===== config.mk =====
export PLATFORM = sky130hd
export DESIGN_NAME = seg_scan_mux
export DESIGN_NICKNAME = d
export VERILOG_FILES = /design/src/rtl/seg_scan_mux.sv
export SDC_FILE = /design/constraint.sdc
export NUM_CORES = 1
export LEC_CHECK = 0
export ABC_CLOCK_PERIOD_IN_PS = 1900
export CAP_MARGIN = 20
export CORE_ASPECT_RATIO = 0.5
export CORE_UTILIZATION = 49
export DETAILED_ROUTE_END_ITERATION = 8
export PLACE_DENSITY = 0.79
export SYNTH_ARGS = -nofsm -noshare
export SYNTH_HDL_FRONTEND = slang
export SYNTH_SLANG_ARGS = --single-unit

===== constraint.sdc =====
create_clock -name clk -period 1.9 [get_ports clk]
set_input_delay 0.38 -clock clk [delete_from_list [all_inputs] [get_ports clk]]
set_output_delay 0.38 -clock clk [all_outputs]
set_load 0.03 [all_outputs]

===== src/rtl/seg_scan_mux.sv =====
// 4-digit multiplexed 7-segment scanner; optional anti-ghosting dead time when SCAN_BLANK_EN is defined.
// Latency: seg_out/anodo are registered and reflect the previous cycle's cnt/digit_idx.
// No backpressure: enable=0 blanks the display and freezes the scan position.
module seg_scan_mux #(
    parameter int PRESCALE     = 50000,
    parameter int BLANK_CYCLES = 500
) (
    input  logic       clk,
    input  logic       reset,
    input  logic       enable,
    input  logic [6:0] seg0,
    input  logic [6:0] seg1,
    input  logic [6:0] seg2,
    input  logic [6:0] seg3,
    output logic [6:0] seg_out,
    output logic [3:0] anodo,
    output logic [1:0] digit_idx,
    output logic       frame_tick
);

    localparam int            CW       = (PRESCALE > 1) ? $clog2(PRESCALE) : 1;
    localparam logic [CW-1:0] CNT_LAST = CW'(PRESCALE - 1);

`ifdef SCAN_BLANK_EN
    localparam logic [CW-1:0] BLANK_END = CW'(BLANK_CYCLES);
    typedef enum logic [1:0] {OFF, BLANK, SHOW} state_t;
`else
    typedef enum logic [1:0] {OFF, SHOW} state_t;
`endif

    state_t        state;
    state_t        state_nxt;
    logic [CW-1:0] cnt;
    logic          en_q;
    logic [6:0]    slot_reg;
    logic [6:0]    seg_sel;
    logic [6:0]    pat;
    logic [3:0]    sel_mask;
    logic          latch;
    logic          wrap;
    logic          in_blank;

    always_comb begin
        seg_sel = seg0;
        case (digit_idx)
            2'd0: seg_sel = seg0;
            2'd1: seg_sel = seg1;
            2'd2: seg_sel = seg2;
            2'd3: seg_sel = seg3;
            default: seg_sel = seg0;
        endcase
    end

    // Latch at slot start, and again on the first cycle after a re-enable.
    assign latch = enable && ((cnt == '0) || !en_q);
    assign pat   = latch ? seg_sel : slot_reg;
    assign wrap  = enable && (cnt == CNT_LAST);

`ifdef SCAN_BLANK_EN
    assign in_blank = (cnt < BLANK_END);
`else
    assign in_blank = 1'b0;
`endif

    always_comb begin
        sel_mask            = 4'b1111;
        sel_mask[digit_idx] = 1'b0;
    end

    always_comb begin
        state_nxt = state;
        if (!enable) begin
            state_nxt = OFF;
        end else begin
            case (state)
                OFF: begin
`ifdef SCAN_BLANK_EN
                    state_nxt = in_blank ? BLANK : SHOW;
`else
                    state_nxt = SHOW;
`endif
                end
`ifdef SCAN_BLANK_EN
                BLANK: if (!in_blank) state_nxt = SHOW;
                SHOW:  if (in_blank)  state_nxt = BLANK;
`else
                SHOW:  state_nxt = SHOW;
`endif
                default: state_nxt = OFF;
            endcase
        end
    end

    always_ff @(posedge clk or negedge reset) begin
        if (!reset) begin
            state <= OFF;
        end else begin
            state <= state_nxt;
        end
    end

    always_ff @(posedge clk or negedge reset) begin
        if (!reset) begin
            cnt        <= '0;
            digit_idx  <= 2'd0;
            en_q       <= 1'b0;
            slot_reg   <= 7'b1111111;
            frame_tick <= 1'b0;
            seg_out    <= 7'b1111111;
            anodo      <= 4'b1111;
        end else begin
            en_q       <= enable;
            frame_tick <= wrap && (digit_idx == 2'd3);
            if (latch) slot_reg <= seg_sel;
            if (enable) cnt <= wrap ? '0 : cnt + 1'b1;
            if (wrap) digit_idx <= digit_idx + 2'd1;
            // Outputs follow the mode this cycle's cnt selects, so they lag cnt by one clock.
            seg_out <= (state_nxt == SHOW) ? pat : 7'b1111111;
            anodo   <= (state_nxt == SHOW) ? sel_mask : 4'b1111;
        end
    end

endmodule


Yosys cells after proc, flatten, opt, wreduce, memory -nomap -nowiden
Cells that the tools add are included.
{ "word_totals": {"reg_bits": 40, "latch_bits": 0, "mem_bits_rw": 0, "rom_bits": 0, "input_bits": 31, "out_inout_bits": 14, "memories": 0} }
{ "op_classes": {"add_sub_neg": 2, "multipliers": 0, "n_div": 0, "order_cmp": 2, "eq_ne": 6, "n_shift": 0, "n_mux": 9, "bitwise": 1, "n_reduce_logical": 10} }
{ "ops": {"columns": ["cell", "n"], "rows": [
  ["one-hot mux 7 bit (4 select lines)", 1],
  ["adder 16 x 1 -> 16 bit, second input constant", 1],
  ["== test 16 bit, second input constant", 1],
  ["logical NOT 16 bit", 1],
  ["two-way mux 16 bit", 1],
  ["two-way mux 7 bit", 2],
  ["== test 2 x 1 -> 1 bit, second input constant", 3],
  ["== test 2 bit, second input constant", 2],
  ["logical AND 1 bit", 4],
  ["logical NOT 2 bit", 2],
  ["two-way mux 4 bit", 1],
  ["NOT 4 bit", 1],
  ["less-than comparator 2 x 3 -> 1 bit, second input constant", 1],
  ["two-way mux 1 bit", 3],
  ["adder 2 x 1 -> 2 bit, second input constant", 1],
  ["demux 1 bit (select 2 bit)", 1],
  [">= comparator 2 x 1 -> 1 bit, second input constant", 1],
  ["OR reduction 2 bit", 1],
  ["logical NOT 1 bit", 1],
  ["logical OR 1 bit", 1]
]} }

Logic depth before layout (Yosys ltp)
{ "logic_depth": {"depth_word": 6, "depth_mapped": 7, "mapped_depth_nobuf": 6} }

Worst setup path before layout
Ideal clock, no wire load.
{ "synth_path": {"kind": "register to register", "startpoint": "reg digit_idx[1]", "endpoint": "reg seg_out[5]", "setup_ns": 0.082, "arrival_ns": 1.696, "required_ns": 1.818, "slack_ns": 0.123, "stages_incl_launch_ff": 7, "period_less_slack_ns": 1.777, "path_cell_list": "dfrtp_1 -> inv_1 -> ha_1 -> clkbuf_1 -> a222oi_1 -> a21oi_1 -> o31a_1"} }
{ "synth_between": {"elab_chain_cells": 4, "elab_cells_between_ends": 7, "classes_between": "eq/ne: 3; mux: 3; reduce/logical: 1"} }
{ "synth_lines": {"columns": ["element", "line_no", "source"], "rows": [
  ["start: declaration", "17", "output logic [1:0] digit_idx,"],
  ["start signal: assignment", "116", "if (wrap) digit_idx <= digit_idx + 2'd1;"],
  ["== test 2 bit (tied with other cells)", "45", "case (digit_idx)"],
  ["one-hot mux 7 bit (4 select lines) *", "45", null],
  ["two-way mux 7 bit *", null, null],
  ["two-way mux 7 bit *", "118", "seg_out <= (state_nxt == SHOW) ? pat : 7'b1111111;"],
  ["end signal: assignment", "118", null],
  ["end: declaration", "15", "output logic [6:0] seg_out,"]
]} }
Mark *: on every way between the ends. The rest lies on a longest branch, timed or not.
A chain may end at the register's enable or synchronous reset.

Final worst setup path
{ "layout_path": {"startpoint": "reg anodo[1]", "endpoint": "out anodo[1]"} }
{ "layout_rtl": {"columns": ["element", "line_no", "source"], "rows": [
  ["start: declaration", "16", "output logic [3:0] anodo,"],
  ["start signal: assignment", "119", "anodo <= (state_nxt == SHOW) ? sel_mask : 4'b1111;"]
]} }
No word-level cell between the ends.

==> impl_metrics.yaml <==
run_status:
  status: "complete, no violations"
floorplanning:
  num_rows: 15
  die_y_microns: 46.3
  ios: 45
  core_area_sq_um: 3580
  start_util_pct: 53.8
  die_area_sq_um: 4200
  die_x_microns: 90.7
grt:
  grtUsageTotal_pct: 22.1
  first_global_vias: 1473
  grt_max_degree: 39
  antenna_found_initial: 0
  grt_pass1_wl_microns: 6910
  grt-ovfl-total: 0
cells_and_area:
  syn_to_final_growth_pct: 31.8
  final_cell_area_sq_um: 2540
  seq_area_sq_um: 973
  drive_gt1_share_pct: 20.0
  multi_input_area_sq_um: 873
  utilization_pct: 70.9
  fill_cells: 272
  largest_register_ffs: 16
  diodes: 0
  final_nets: 257
worst_hold_path:
  hold_path.class: "reg -> reg"
critical_path:
  start_kind: "register"
  slowest_stage: "clkdlybuf4s50_1"
  crit_buf_inv: 1
  worstReg2RegStart: "digit_idx[1]"
  crit_fanout: 1
  crit_chain: "clkdlybuf4s50_1"
  cp_slowest_stage_delay_ns: 0.68
  reg2regPathDepth: 5
  required_ns: 1.52
  critical_path_depth: 1
  r2r_slack_ns: 0.16
  cp_top_family: "buffers and inverters"
  r2r_end: "slot_reg[0]"
  crit_type: "reg -> out"
  crit_end: "anodo[1]"
  end_kind: "output pin"
  startpoint: "anodo[1]"
  arrival_ns: 1.48
cts:
  clk_pin_slew_ns: 0.07
  cts_max_level: 2
  hold_buffers: 0
  cts_tree: "built"
  numClockSinks: 38
  cts.repair.resized: 0
  cts.path.max_buffers: 2
  cts-root-buf: "clkbuf_8"
  postCtsSetupBuffers: 0
  clkLatencyLatePin_ns: 0.29
  cts_buffers: 5
sta:
  slew_headroom_pct: 67.7
  hold_viol: 0
  fin_setup_tns_ns: 0
  worst_pin_slew_ns: 0.484
  setup_violations: 0
  slew_violations: 0
  skew_ns: 0.00327
  fmax_mhz: 536
  rsz0062_at_grt: "no"
  period_minus_slack_ns: 1.86
  fin_crit_sh_pct: 98.1
detailed_routing:
  drtAntennaViolNets: 0
  vias_per_cell: 5.51
  drt-total-wl_microns: 4250
  vias: 1494
  drc: 0
  wl_per_cell_microns: 15.7
  drt_iter0_markers: 101
  dr.pass1.iters: 8
synth:
  syn_nets: 209
  ys_seq_area_share_pct: 50.5
  synth_cell_types: 37
  async_flop_share_pct: 100
  synth_fa_ha_area_share_pct: 4.55
  yosysWarnings: 0
  synthXorXnorAreaFrac_pct: 5.91
  synthMuxAreaShare_pct: 5.26
  syn-cell-area_sq_um: 1930
  synth_edf_count: 0
  syn_inst: 171
  ys_seq_elements: 38
  synth_compound_area_share_pct: 11.7
  synth_top_flop_cell: "dfrtp_1"
  yosys-top-cells-count: "dfrtp_1 (20), dfstp_2 (18), nor2_1 (14)"
  synthSimpleGateAreaFrac_pct: 17.9
  synth_top_family_by_area: "simple AND/OR/NAND/NOR gates"
  synth.avg_cell_area_sq_um: 11.3
  synth_top_cells_by_area: "dfrtp_1 (26%), dfstp_2 (25%), mux2_4 (4.7%)"
  synth_top_cell_area_share_pct: 26.0
  synth_area_leader_cell: "dfrtp_1"
  synth.most_common_cell: "dfrtp_1"
power_and_ir_drop:
  max-vdd-ir-drop_mv: 0.602
  p_per_area_nw_per_um2: 876
  p_leak_nw: 1.07
placement:
  hpwl_microns: 3070
  postPlaceCellArea_sq_um: 2430
  gp_congestion: 0.857
  port_buffers: 44
flow_run:
  maxCapViolCount: 0
-- tightest hold or removal path, delay by kind of cell, from the launching register on --
family          cells  cell delay, ns
flops               1            0.37
compound gates      2            0.13
-- stage by stage --
stage	hold WS (ns)	total power [mW]	setup WS (ns)	std cells
6_report	0.502	2.23	0.0357	271
5_1_grt	0.544	2.33	0.0127	271
4_1_cts	0.497	2.25	0.0209	271
3_5_place_dp	0.506	1.57	0.0567	263
3_3_place_gp	0.473	1.56	0.0847	263
2_1_floorplan	0.0844	1.38	0.123	171
-- worst min path at each step --
| stage | to | start | cells after the start | slack, ns |
|---|---|---|---|---|
| floorplan | cnt[0] | reset | 0 | 0.08 |
| global placement | slot_reg[6] | slot_reg[6] | 2 | 0.47 |
| detailed placement | slot_reg[6] | slot_reg[6] | 2 | 0.51 |
| CTS | slot_reg[6] | slot_reg[6] | 2 | 0.50 |
| global route | slot_reg[6] | slot_reg[6] | 2 | 0.54 |
| finish | slot_reg[6] | slot_reg[6] | 2 | 0.50 |
-- layout by cell type (no fill, tap or decap), drive strengths merged, types with 2 or more instances in the layout --
master         Yosys  final
xnor2              6      6
nor4               2      2
inv                8      8
buf                4      7
and2               2      2
nand2             13     13
nand3b             6      6
clkdlybuf4s50      0     44
a222oi             7      7
ha                 7      7
a21oi              8      8
clkbuf             6      7
nand4              5      5
mux2               7      7
nand3              6      6
nor2              14     14
and4               4      4
dfstp             18     18
xor2               7      7
o31a               6      6
o21ai              5      5
dfrtp             20     20
-- final cells by class --
class	count	area share, %
timing repair buffer	51	19.4
inverter	8	1.18
clock buffer	7	3.00
sequential	38	38.3
multi-input combinational	115	34.4
clock inverter	1	1.18
tap	51	2.51
-- cell families after synthesis --
| group | Yosys count |
|---|---|
| AO/OA/AOI/OAI | 30 |
| XOR/XNOR | 13 |
| adder cells (fa/ha/maj) | 7 |
| buffers and inverters | 18 |
| flip-flops | 38 |
| multiplexers | 7 |
| AND/OR/NAND/NOR | 58 |
-- power breakdown --
part / internal [mW] / leakage [nW] / switching, mW
clock network: 0.393 / 0.0524 / 0.271
logic: 0.270 / 0.562 / 0.218
registers: 0.978 / 0.452 / 0.0960
total: 1.64 / 1.07 / 0.586
-- metal layers --
layer / GRT usage, % / routed length (microns)
met5: 0 / 0
met4: 12.3 / 91
met3: 4.95 / 142
met2: 37.4 / 2070
met1: 27.4 / 1950
Power figures use the tool's default switching activity.
